**config.mk**
```make
export PLATFORM = sky130hd
export DESIGN_NAME = circuito_projeto_uc
export DESIGN_NICKNAME = d
export VERILOG_FILES = /design/src/rtl/circuito_projeto_uc.sv
export SDC_FILE = /design/constraint.sdc
export NUM_CORES = 1
export LEC_CHECK = 0
export BUFFER_PORTS_ARGS = -buffer_cell sky130_fd_sc_hd__buf_4
export CORE_UTILIZATION = 30
export CTS_BUF_LIST = sky130_fd_sc_hd__clkbuf_4 sky130_fd_sc_hd__clkbuf_8
export DETAILED_ROUTE_END_ITERATION = 6
export GPL_TIMING_DRIVEN = 1
export PLACE_DENSITY = 0.47
export SKIP_CTS_REPAIR_TIMING = 1
export SLEW_MARGIN = 5
export SYNTH_ARGS = -nofsm -noshare
export SYNTH_HDL_FRONTEND = slang
export SYNTH_SLANG_ARGS = --single-unit
```
**constraint.sdc**
```tcl
create_clock -name clock -period 3.3 [get_ports clock]
set_input_delay 0.165 -clock clock [delete_from_list [all_inputs] [get_ports clock]]
set_output_delay 0.165 -clock clock [all_outputs]
set_load 0.05 [all_outputs]
```
**src/rtl/circuito_projeto_uc.sv**
```systemverilog
// rtl/circuito_projeto_uc.sv - Moore control unit for the water-level measure/classify/actuate/transmit cycle
module circuito_projeto_uc #(
  parameter int MAX_DESCARTES = 3
) (
  input  logic       clock,
  input  logic       reset,
  input  logic       ligar,
  input  logic       fim_medida,
  input  logic       fim_classificacao,
  input  logic [2:0] medida_classificacao,
  input  logic       descartar_medida,
  input  logic       fim_carater,
  input  logic       fim_mensagem,
  input  logic       fim_1s,
  input  logic       fim_2s,
  output logic       zera,
  output logic       zera_vlv,
  output logic       conta_1s,
  output logic       conta_2s,
  output logic       mensurar,
  output logic       analisa_medida,
  output logic       envia,
  output logic       muda,
  output logic       liga_buzzer_baixa,
  output logic       liga_buzzer_alta,
  output logic       desliga_buzzers,
  output logic       abre_valvula_auto,
  output logic       fecha_valvula_auto,
  output logic       erro_sensor,
  output logic [3:0] db_estado
);

  typedef enum logic [3:0] {
    INICIAL        = 4'h0,
    PREPARA        = 4'h1,
    MEDE           = 4'h2,
    AGUARDA_MEDIDA = 4'h3,
    CLASSIFICA     = 4'h4,
    AGUARDA_CLASS  = 4'h5,
    DECIDE         = 4'h6,
    FALHA          = 4'h7,
    ALARME         = 4'h8,
    ATUA           = 4'h9,
    ATUA_BAIXO     = 4'hA,
    ATUA_ALTA      = 4'hB,
    TRANSMITE      = 4'hC,
    AGUARDA_TX     = 4'hD,
    PROXIMO        = 4'hE,
    ESPERA         = 4'hF
  } state_t;

  state_t     state, nxt;
  logic [3:0] cnt;
  logic [3:0] cnt_sat;
  logic       limite;
  logic [2:0] cls;
  logic       ultimo;

  assign cnt_sat   = (cnt == 4'd15) ? 4'd15 : cnt + 4'd1;
  assign limite    = (cnt_sat >= 4'(MAX_DESCARTES));
  assign db_estado = state;

  always_comb begin
    nxt = state;
    case (state)
      INICIAL:        if (ligar) nxt = PREPARA;
      PREPARA:        nxt = MEDE;
      MEDE:           nxt = AGUARDA_MEDIDA;
      AGUARDA_MEDIDA: if (fim_medida) nxt = CLASSIFICA;
                      else if (fim_2s) nxt = FALHA;
      CLASSIFICA:     nxt = AGUARDA_CLASS;
      AGUARDA_CLASS:  if (fim_classificacao) nxt = DECIDE;
      DECIDE:         nxt = descartar_medida ? FALHA : ATUA;
      FALHA:          nxt = limite ? ALARME : ESPERA;
      ALARME:         nxt = ESPERA;
      ATUA:           nxt = (cls == 3'b001) ? ATUA_BAIXO :
                            (cls == 3'b011) ? ATUA_ALTA : TRANSMITE;
      ATUA_BAIXO:     nxt = TRANSMITE;
      ATUA_ALTA:      nxt = TRANSMITE;
      TRANSMITE:      nxt = AGUARDA_TX;
      AGUARDA_TX:     if (fim_carater) nxt = PROXIMO;
      PROXIMO:        nxt = ultimo ? ESPERA : TRANSMITE;
      ESPERA:         if (fim_1s) nxt = ligar ? PREPARA : INICIAL;
      default:        nxt = INICIAL;
    endcase
  end

  // Outputs are registered from the next state so each equals a decode of the state register.
  always_ff @(posedge clock or negedge reset) begin
    if (!reset) begin
      state              <= INICIAL;
      cnt                <= 4'd0;
      erro_sensor        <= 1'b0;
      cls                <= 3'b000;
      ultimo             <= 1'b0;
      zera               <= 1'b1;
      zera_vlv           <= 1'b1;
      conta_1s           <= 1'b0;
      conta_2s           <= 1'b0;
      mensurar           <= 1'b0;
      analisa_medida     <= 1'b0;
      envia              <= 1'b0;
      muda               <= 1'b0;
      liga_buzzer_baixa  <= 1'b0;
      liga_buzzer_alta   <= 1'b0;
      desliga_buzzers    <= 1'b0;
      abre_valvula_auto  <= 1'b0;
      fecha_valvula_auto <= 1'b0;
    end else begin
      state <= nxt;
      if (state == AGUARDA_CLASS && fim_classificacao) cls <= medida_classificacao;
      if (state == AGUARDA_TX && fim_carater) ultimo <= fim_mensagem;
      if (state == DECIDE && !descartar_medida) begin
        cnt         <= 4'd0;
        erro_sensor <= 1'b0;
      end
      if (state == FALHA) begin
        cnt         <= cnt_sat;
        erro_sensor <= limite;
      end
      zera               <= (nxt == INICIAL) || (nxt == PREPARA) || (nxt == MEDE);
      zera_vlv           <= (nxt == INICIAL);
      conta_1s           <= (nxt == ESPERA);
      conta_2s           <= (nxt == AGUARDA_MEDIDA);
      mensurar           <= (nxt == MEDE);
      analisa_medida     <= (nxt == CLASSIFICA);
      envia              <= (nxt == TRANSMITE);
      muda               <= (nxt == PROXIMO);
      liga_buzzer_baixa  <= (nxt == ATUA_BAIXO);
      liga_buzzer_alta   <= (nxt == ALARME) || (nxt == ATUA_ALTA);
      // Reserved classes 1xx behave like normal level.
      desliga_buzzers    <= (nxt == ATUA) && ((cls == 3'b000) || cls[2]);
      abre_valvula_auto  <= (nxt == ATUA) && (cls == 3'b001);
      fecha_valvula_auto <= (nxt == ATUA) && ((cls == 3'b010) || (cls == 3'b011));
    end
  end

endmodule
```
# Word-level counts from Yosys, hierarchy flattened
# Index checks and enable logic that the tools add are counted.
totals:
  ff_bits: 26
  output_inout_bits: 18
classes:
  addsub: 1
  n_lt_le_gt_ge: 1
  n_eq_ne: 30
  muxes: 18
  reduce_logical: 17
op_table:
  columns: ["cell", "count"]
  rows:
  - ["$eq 4x4->1 const B", 16]
  - ["$pmux 4 s15", 1]
  - ["$mux 4", 10]
  - ["$eq 4x3->1 const B", 5]
  - ["$eq 4x2->1 const B", 4]
  - ["$mux 3", 3]
  - ["$eq 4x1->1 const B", 2]
  - ["$logic_not 4->1", 2]
  - ["$eq 3x2->1 const B", 2]
  - ["$logic_and 1x1->1", 6]
  - ["$logic_or 1x1->1", 5]
  - ["$add 4x1->4 const B", 1]
  - ["$ge 4x2->1 const B", 1]
  - ["$eq 3x1->1 const B", 1]
  - ["$logic_not 3->1", 1]
  - ["$mux 1", 3]
  - ["$mux 2", 1]
  - ["$reduce_bool 2->1", 1]
  - ["$reduce_or 2->1", 1]
  - ["$logic_not 1->1", 1]

# Depth between registers and ports, before layout
logic_depth:
  ltp_word: 8
  ltp_mapped: 7
  depth_no_buf: 6

# Worst setup path before layout
# Ideal clock, no wire load.
synth_path:
  kind: "reg-to-reg"
  from: "register state[2] (netlist: db_estado[2])"
  to: "register zera"
  arrival_time_ns: 1.741
  required_ns: 3.208
  slack_ns: 1.466
  path_stages_with_launch: 7
  path_buffers: 2
  period_less_slack_ns: 1.834
  path_cell_list: "dfrtp_1 > buf_6 > nor2b_4 > and3_1 > buf_6 > a21oi_2 > nor4bb_2"
synth_between:
  elab_chain_len: 6
  elab_cells_between_ends: 29
synth_lines:
  columns: ["element", "line", "rtl"]
  rows:
  - ["start: declaration", "52", "state_t state, nxt;"]
  - ["start signal: assignment", "110", "state <= nxt;"]
  - ["$eq 4x4->1 / $mux 4 (equally long branches)", "65, 70", null]
  - ["$reduce_or 2->1 (no source line) / $mux 4 (equally long branches)", null, null]
  - ["$pmux 4 s15 (*)", "65", "case (state)"]
  - ["$eq 4x1->1 / $logic_not 4->1 (equally long branches)", "121", "zera <= (nxt == INICIAL) || (nxt == PREPARA) || (nxt == MEDE);"]
  - ["$logic_or 1x1->1", "121", null]
  - ["$logic_or 1x1->1 (*)", "121", null]
  - ["end signal: assignment", "121", null]
  - ["end: declaration", "16", "output logic zera,"]
# Every way passes the cells marked *; elsewhere a longest branch is shown, timed or not.
# A chain may end at the register's enable or synchronous reset.

# Worst setup path after layout
layout_path:
  from: "register state[2] (netlist: db_estado[2])"
  to: "register analisa_medida"
layout_between:
  elab_chain_len: 4
  elab_cells_between_ends: 25
layout_lines:
  columns: ["element", "line", "rtl"]
  rows:
  - ["$eq 4x4->1 / $mux 4 (equally long branches)", "65, 70", null]
  - ["$reduce_or 2->1 (no source line) / $mux 4 (equally long branches)", null, null]
  - ["$pmux 4 s15 (*)", "65", null]
  - ["$eq 4x3->1 (*)", "126", "analisa_medida <= (nxt == CLASSIFICA);"]
  - ["end signal: assignment", "126", null]
  - ["end: declaration", "21", "output logic analisa_medida,"]
# Marks and branches as above.

==> qor.csv <==
metric,value,unit
hold crit path type,in -> reg,
crit path kind,reg -> reg,
violated checks,design-rule violations,
Vias,1051,
worst hold stages,3,
max cap viols,0,
worst-margin pin slew,0.643,ns
buffers and inverters on the worst path,0,
Switching Power,824,uW
Critical Path Stages,5,
CP startpoint kind,flip-flop,
aggregate global-route resource usage,13.3,%
area of the multi-input gates,691,sq um
Highest Clock Rate,486,MHz
pwr dens,1030,nW/um^2
post-route DRC violation count,6,
final-stage net count,169,
mean cell area of the mapped netlist,11.3,sq um
total grt overflow,0,
vias in the first global route,1066,
#FFs+latches synth,26,
FP Rows,24,
Slew Limit Fails,0,
worst ir drop on vdd,438,uV
Root Driver,clkbuf_8,
switch share,46.2,%
post-DP HPWL,2180,um
Combinational Power Share,50.3,%
Synth top area share,42.6,%
Crit. End Element,flip-flop,
Crit-path slowest cell,dfrtp_1,
worst skew pair latency,0.27,ns
Die X,70.6,um
R2R cell count,5,
Layout area overhead,22.7,%
port buffer count,30,
"Largest delay share family, worst path",simple AND/OR/NAND/NOR gates,
crit path from,db_estado[2]$_DFF_PN0_,
Core Area,4440,sq um
"area leader, netlist",dfrtp_1,
sequential cell area,653,sq um
Post-synth EDFFs,0,
"slowest stage delay, CP",0.75,ns
sequential share of power,34.8,%
post-synthesis cell area,1410,sq um
Static Leak,0.830,nW
worst path required time,3.43,ns
Yosys cell types,50,
CP Data Arrival Time,2.19,ns
IO Pins,31,
Filler cells,444,
"commonest non-fill, non-tap cell in the layout",buf_4,
first-pass GRT wire length,5230,um
Pre-Repair DR Iteration Count,6,
Die Height,70.6,um
HP Start,fim_mensagem,
Post-synth ARST share,100,%
CTS tree,built,
worst path cell trace,nor2b_4 > and3_1 > a21oi_2 > o2111ai_2 > nor2_1,
Clk network pwr share,14.8,%
DRT antenna net count,0,
Power Internal,959,uW
Die ar.,4980,sq um
Syn Nets,139,
"Hold Violations, Final",0,
register area share after synthesis,46.3,%
CP Max Fanout,20,
RSZ-0062 raised after global routing,false,
Antenna Cells,0,
setup_tns,0,ns
drt initial violations,76,
RePlAce Congestion,0.729,
Slew headroom,57.1,%
final setup fails,0,
Initial Utilization,31.7,%
final wirelength,3070,um
CTS Buf Count,3,
vias per cell,5.10,
clk sink count,26,
initial antenna violation count,0,
layout cells sized above 1,35.1,%
Gate Count Post-Synth,125,
period utilisation layout,62.4,%
DR WL/cell,14.9,um
clk slew on worst S/H paths,0.10,ns
largest net degree at the start of global routing,27,
Clock Skews,0.00633,ns
Ys Warns,0,
Clock Path Buffers,2,
predominant post-synthesis flop cell,dfrtp_1,
fin crit period,2.06,ns
main area contributors after synthesis,"dfrtp_1, dfstp_2, nor2b_1, buf_6, mux2_2",
H-tree depth,1,
most frequent cells in the layout,"buf_4, dfrtp_1, nor2_1",
Reg2Reg Launch Point,db_estado[2]$_DFF_PN0_,
total power,1.78,mW
status,"complete, but fails checks",
==> routing by layer <==
metal	vias to the layer above	track usage, %	routed length (um)
li1	516	-	-
met1	507	19.1	1520
met2	26	20.5	1380
met3	2	3.13	157
met4	0	3.33	17
met5	-	0	0
==> layout make-up <==
cell class | instances | area share, %
multi-input cells | 89 | 39.9
well taps | 52 | 3.76
flip-flops and latches | 26 | 37.7
inverters | 4 | 0.868
clock inverters | 1 | 1.74
repair buffers | 31 | 13.6
clock buffers | 3 | 2.39
==> synthesized netlist by cell type, drive strengths merged, types with 2 or more instances <==
library cell,instances
mux2,3
nand4b,2
nor3b,2
dfstp,2
mux2i,2
nor2,9
nor4b,2
a21oi,7
nor2b,7
and2b,2
dfrtp,24
a31oi,4
inv,4
a21o,2
nor4bb,2
o21ai,4
nand2b,2
buf,6
nand4,3
and3,5
nand3,4
nand2,8
==> worst min-delay path, cell delays in order <==
cell and delay [ns]:
buf_4 0.08, nand2_1 0.04, nand2_1 0.04
==> power groups by stage <==
stage	Clock [mW]	Sequential [mW]	Combinational [mW]
after CTS	0.276	0.618	0.910
after global routing	0.286	0.647	0.984
final	0.264	0.621	0.898
after global placement	0	0.618	0.900
after floorplan	0	0.729	0.597
after detailed placement	0	0.622	0.907
==> per-stage QoR <==
step | cell area (sq um) | util, % | hold WS, ns | cells | setup WS, ns
finish | 1730 | 38.9 | 0.0842 | 206 | 1.24
global route | 1730 | 38.9 | 0.0858 | 206 | 1.05
floorplan | 1410 | - | -0.131 | 125 | 1.47
CTS | 1720 | 38.7 | -0.206 | 205 | 1.25
detailed placement | 1650 | 37.1 | 0.100 | 201 | 1.29
global placement | 1650 | 37.1 | 0.0957 | 201 | 1.31
==> kinds of logic (layout without fill, tap and decap cells) <==
family                   count (synthesis)  count (layout)  synth area share [%]
AND/OR/NAND/NOR                         54              54                  25.5
AO/OA/AOI/OAI                           29              29                  18.8
flip-flops                              26              26                  46.3
buffers and inverters                   10              39                  4.70
multiplexers                             5               5                  3.82
adder cells (fa/ha/maj)                  1               1                 0.887
==> final timing paths <==
check	slack (ns)	to
min reg2reg	0.52	abre_valvula_auto$_DFF_PN0_
min	0.08	ultimo$_DFFE_PN0P_
min in group asynchronous	0.34	abre_valvula_auto$_DFF_PN0_
max reg2reg	1.24	analisa_medida$_DFF_PN0_
max in group asynchronous	2.66	zera$_DFF_PN1_
max	1.24	analisa_medida$_DFF_PN0_
Note: power is estimated with default switching activity, not from simulation.
